`config.mk`:
```
export PLATFORM = sky130hd
export DESIGN_NAME = mem_arbiter
export DESIGN_NICKNAME = d
export VERILOG_FILES = /design/src/rtl/mem_arbiter.sv
export SDC_FILE = /design/constraint.sdc
export NUM_CORES = 1
export LEC_CHECK = 0
export CORE_MARGIN = 4
export CORE_UTILIZATION = 44
export DETAILED_ROUTE_END_ITERATION = 8
export PLACE_DENSITY = 0.85
export REMOVE_ABC_BUFFERS = 1
export SYNTH_ARGS = -nofsm -noshare
export SYNTH_HDL_FRONTEND = slang
export SYNTH_SLANG_ARGS = --single-unit
```
`constraint.sdc`:
```
create_clock -name clk -period 5 [get_ports clk]
set_input_delay 0.75 -clock clk [delete_from_list [all_inputs] [get_ports clk]]
set_output_delay 0.75 -clock clk [all_outputs]
set_load 0.05 [all_outputs]
```
`src/rtl/mem_arbiter.sv`:
```
// mem_arbiter: shares one single-port RAM between the instruction-fetch port
// and the MEM-stage load/store port. Every access is a fixed window of
// WAIT_CYCLES+1 driven RAM cycles followed by a one-cycle completion pulse
// on the owning port. The data port always wins arbitration in IDLE.
module mem_arbiter #(
   parameter int ADDR_W      = 16,
   parameter int DATA_W      = 16,
   parameter int WAIT_CYCLES = 1
) (
   input  logic              clk,
   input  logic              rst,
   input  logic              if_req,
   input  logic [ADDR_W-1:0] if_addr,
   output logic [DATA_W-1:0] if_rdata,
   output logic              if_valid,
   input  logic              mem_rd,
   input  logic              mem_wr,
   input  logic [ADDR_W-1:0] mem_addr,
   input  logic [DATA_W-1:0] mem_wdata,
   output logic [DATA_W-1:0] mem_rdata,
   output logic              mem_done,
   output logic              stall_if,
   output logic              stall_mem,
   output logic              ram_en,
   output logic              ram_oe,
   output logic              ram_we,
   output logic [ADDR_W-1:0] ram_addr,
   output logic [DATA_W-1:0] ram_wdata,
   input  logic [DATA_W-1:0] ram_rdata
);

   localparam logic       STATE_IDLE = 1'b0;
   localparam logic       STATE_BUSY = 1'b1;
   localparam logic [2:0] WAIT_INIT  = 3'(WAIT_CYCLES);

   logic              state_q,     state_d;
   logic [2:0]        cnt_q,       cnt_d;
   logic              owner_mem_q, owner_mem_d;
   logic              ram_en_q,    ram_en_d;
   logic              ram_oe_q,    ram_oe_d;
   logic              ram_we_q,    ram_we_d;
   logic [ADDR_W-1:0] ram_addr_q,  ram_addr_d;
   logic [DATA_W-1:0] ram_wdata_q, ram_wdata_d;
   logic [DATA_W-1:0] if_rdata_q,  if_rdata_d;
   logic [DATA_W-1:0] mem_rdata_q, mem_rdata_d;
   logic              if_valid_q,  if_valid_d;
   logic              mem_done_q,  mem_done_d;

   // A request is masked in the cycle its own completion pulse is high so a
   // still-held request is not issued a second time.
   logic mem_req_live;
   logic if_req_live;

   assign mem_req_live = (mem_rd | mem_wr) & ~mem_done_q;
   assign if_req_live  = if_req & ~if_valid_q;

   // Next-state logic: arbitration and latching in IDLE, countdown and
   // completion in BUSY. RAM-side registers only change at grant or finish.
   always_comb begin
      state_d     = state_q;
      cnt_d       = cnt_q;
      owner_mem_d = owner_mem_q;
      ram_en_d    = ram_en_q;
      ram_oe_d    = ram_oe_q;
      ram_we_d    = ram_we_q;
      ram_addr_d  = ram_addr_q;
      ram_wdata_d = ram_wdata_q;
      if_rdata_d  = if_rdata_q;
      mem_rdata_d = mem_rdata_q;
      if_valid_d  = 1'b0;
      mem_done_d  = 1'b0;

      case (state_q)
         STATE_IDLE: begin
            if (mem_req_live) begin
               owner_mem_d = 1'b1;
               ram_en_d    = 1'b1;
               ram_oe_d    = ~mem_wr;
               ram_we_d    = mem_wr;
               ram_addr_d  = mem_addr;
               if (mem_wr) begin
                  ram_wdata_d = mem_wdata;
               end
               cnt_d       = WAIT_INIT;
               state_d     = STATE_BUSY;
            end else if (if_req_live) begin
               owner_mem_d = 1'b0;
               ram_en_d    = 1'b1;
               ram_oe_d    = 1'b1;
               ram_we_d    = 1'b0;
               ram_addr_d  = if_addr;
               cnt_d       = WAIT_INIT;
               state_d     = STATE_BUSY;
            end
         end
         STATE_BUSY: begin
            if (cnt_q != 3'd0) begin
               cnt_d = cnt_q - 3'd1;
            end else begin
               if (owner_mem_q) begin
                  if (!ram_we_q) begin
                     mem_rdata_d = ram_rdata;
                  end
                  mem_done_d = 1'b1;
               end else begin
                  if_rdata_d = ram_rdata;
                  if_valid_d = 1'b1;
               end
               ram_en_d = 1'b0;
               ram_oe_d = 1'b0;
               ram_we_d = 1'b0;
               state_d  = STATE_IDLE;
            end
         end
      endcase
   end

   // State and output registers; reset abandons any access immediately.
   always_ff @(posedge clk or posedge rst) begin
      if (rst) begin
         state_q     <= STATE_IDLE;
         cnt_q       <= 3'd0;
         owner_mem_q <= 1'b0;
         ram_en_q    <= 1'b0;
         ram_oe_q    <= 1'b0;
         ram_we_q    <= 1'b0;
         ram_addr_q  <= '0;
         ram_wdata_q <= '0;
         if_rdata_q  <= '0;
         mem_rdata_q <= '0;
         if_valid_q  <= 1'b0;
         mem_done_q  <= 1'b0;
      end else begin
         state_q     <= state_d;
         cnt_q       <= cnt_d;
         owner_mem_q <= owner_mem_d;
         ram_en_q    <= ram_en_d;
         ram_oe_q    <= ram_oe_d;
         ram_we_q    <= ram_we_d;
         ram_addr_q  <= ram_addr_d;
         ram_wdata_q <= ram_wdata_d;
         if_rdata_q  <= if_rdata_d;
         mem_rdata_q <= mem_rdata_d;
         if_valid_q  <= if_valid_d;
         mem_done_q  <= mem_done_d;
      end
   end

   assign if_rdata  = if_rdata_q;
   assign if_valid  = if_valid_q;
   assign mem_rdata = mem_rdata_q;
   assign mem_done  = mem_done_q;
   assign ram_en    = ram_en_q;
   assign ram_oe    = ram_oe_q;
   assign ram_we    = ram_we_q;
   assign ram_addr  = ram_addr_q;
   assign ram_wdata = ram_wdata_q;
   assign stall_if  = if_req & ~if_valid_q;
   assign stall_mem = (mem_rd | mem_wr) & ~mem_done_q;

endmodule
```
==> results.yml <==
power:
  power_mw: 3.81
  p_per_area_nw_per_um2: 819
  swShare_pct: 46.9
  netSwitchingPower_mw: 1.79
  p_leak_nw: 1.94
  clkPwrFrac_pct: 12.8
  peakVddDrop_mv: 0.591
  power_frac_comb_pct: 58.9
  power_frac_seq_pct: 28.4
  internal_power_mw: 2.02
worst_hold_path:
  min_path_cells: 2
  whs_endpoint: "ram_en$_DFFE_PP0P_"
  holdCritStartpoint: "ram_en$_DFFE_PP0P_"
  hold_path_class: "reg2reg"
layout:
  antennaDiodeCount: 0
  mostFrequentLayoutCells: "139 x clkdlybuf4s50_1, 74 x dfrtp_1, 48 x mux2_2"
  drive_gt1_share_pct: 25.7
  post-route-cell-area_sq_um: 4650
  fin_nets: 416
  final_cells: 427
  final_common_cell: "clkdlybuf4s50_1"
  syn_to_final_growth_pct: 55.2
  nFillCells: 455
  utilization_pct: 71.6
global_routing:
  grt_overflow: 0
  grt_pass1_vias: 2384
  grt_usage_pct: 19.1
  met2_usage_pct: 29.0
  met1_usage_pct: 24.1
  grt_pass1_wl_um: 12300
  use_met3_pct: 9.42
  grt_max_degree: 40
  antenna_found_initial: 0
  grt-busiest-layer: "met2"
setup_path:
  cp-start-kind: "input pin"
  critPathArrivalTime_ps: 2380
  required_ps: 4250
  r2r-start: "state_q$_DFF_PP0_"
  crit_fanout: 21
  crit_type: "in2out"
  end_kind: "output pin"
  r2r_end: "if_rdata[3]$_DFFE_PP0P_"
  worstRegToRegCells: 3
  r2r_slack_ps: 2640
placement:
  port_buffers: 139
  dpl.hpwl_um: 5550
  dp.cells: 411
  place_area_sq_um: 4440
  gp_congestion: 0.764
  place_ws_ps: 1870
routing:
  drc: 0
  wire_per_inst_um: 17.9
  first_pass_iters: 4
  ant_nets: 0
  num_vias: 2208
  drt-vias-per-instance: 5.17
  drt-initial-drc-count: 95
  routed_wl_um: 7630
timing:
  final.setup.tns_ps: 0
  hold_slack_ps: 492
  worst_slack_ps: 1870
  setup_viol: 0
  skew_ps: 16.1
  post-route-min-period_ps: 3130
  worst_pin_slew_ps: 891
  rsz0062_at_grt: "false"
  maxSlewViolCount: 0
  finalCritPeriodShare_pct: 62.6
  relSlewSlack_pct: 40.5
  max_freq_mhz: 319
  hold_violations: 0
floorplan:
  die_h_um: 90.5
  chipWidth_um: 90.5
  core_area_sq_um: 6490
  start_util_pct: 46.1
  dieArea_sq_um: 8190
  placementRows: 29
  boundaryPins: 140
clocking:
  cts-buffers-inserted: 9
  cts-hold-fix-buffers: 0
  clock-sinks: 74
  cts_setup_buffers: 0
  cts_tree: "done"
  clk_pin_slew_worst_paths_ps: 80
  htree_levels: 3
  post_cts_resized: 0
  clock_latency_ps: 340
  clockRootBuffer: "clkbuf_8"
  cts_buffer_depth: 2
synth:
  async_reset_ff_share_pct: 100
  ys_types: 28
  yosysSeqAreaShare_pct: 61.8
  synth_cells: 203
  yosysWarnings: 0
  synth-edff-count: 0
  syn_area_sq_um: 3000
  ys.flop_type: "dfrtp_1"
  ys_ff_latch: 74
  avgSynthCellArea_sq_um: 14.8
run_status:
  outcome: "finished, final reports clean"
job:
  maxCapViolations: 0
[critical path, stage by stage]
cell and delay (ps):
clkdlybuf4s50_1 490, o21bai_1 80, buf_4 200, inv_1 70, clkdlybuf4s50_1 790
[cells in the mapped netlist, types with 2 or more instances]
cell type / count / area (sq um)
buf_6: 2 / 22.5
a21oi_1: 3 / 15.0
or3_1: 16 / 100
o221a_2: 16 / 180
nand2_1: 6 / 22.5
inv_1: 6 / 22.5
mux2i_1: 2 / 20.0
nor2b_1: 2 / 12.5
nand2b_1: 2 / 12.5
buf_4: 3 / 22.5
dfrtp_1: 74 / 1850
buf_2: 2 / 10.0
o21ai_0: 2 / 10.0
ha_1: 2 / 25.0
clkbuf_1: 3 / 11.3
mux2_2: 48 / 541
nor2_1: 3 / 11.3
[cells by family (layout without fill, tap and decap cells)]
kind of cell	after synthesis	count (layout)	synth area share, %
compound gates	26	26	8.23
buf+inv	17	164	3.13
fa+ha+maj	2	2	0.835
flops	74	74	61.8
simple gates	34	34	7.31
mux	50	50	18.7
[state kept, by name (all words and copies together) (netlist names), 3 cells and up]
name	count
cnt_q	3
if_rdata	16
ram_addr	16
mem_rdata	16
ram_wdata	16
[how the worst max path moves through the flow]
stage           start                   end  slack [ps]  cells past startpoint
2_1_floorplan     rst  cnt_q[0]$_DFFE_PP0P_        2370                      1
3_3_place_gp   mem_wr             stall_mem        1890                      5
3_5_place_dp   mem_wr             stall_mem        1870                      5
4_1_cts        mem_wr             stall_mem        1870                      5
5_1_grt        mem_wr             stall_mem        1830                      5
6_report       mem_wr             stall_mem        1870                      5
[power groups by stage]
stage	combinational, mW	sequential, mW	clock (mW)
floorplan	0.524	2.04	0
global placement	2.23	1.07	0
detailed placement	2.26	1.09	0
CTS	2.26	1.08	0.500
global route	2.34	1.13	0.532
finish	2.24	1.08	0.486
[layer usage]
metal,part of all wire [%],up-vias,wire length [um]
met5,0,-,0
met4,0.45,0,34
met3,12,2,885
met2,45,101,3460
met1,43,1080,3250
li1,-,1025,-
[final cells by class]
type                       instances  area, sq um  area share, %
clock inverter                     4         48.8           1.05
clock buffer                      12          165           3.55
inverter                           6         22.5          0.484
timing repair buffer             142         1410           30.4
multi-input combinational        112         1050           22.6
tap                               77         96.3           2.07
sequential                        74         1850           39.8
(Power assumes the default switching activity.)
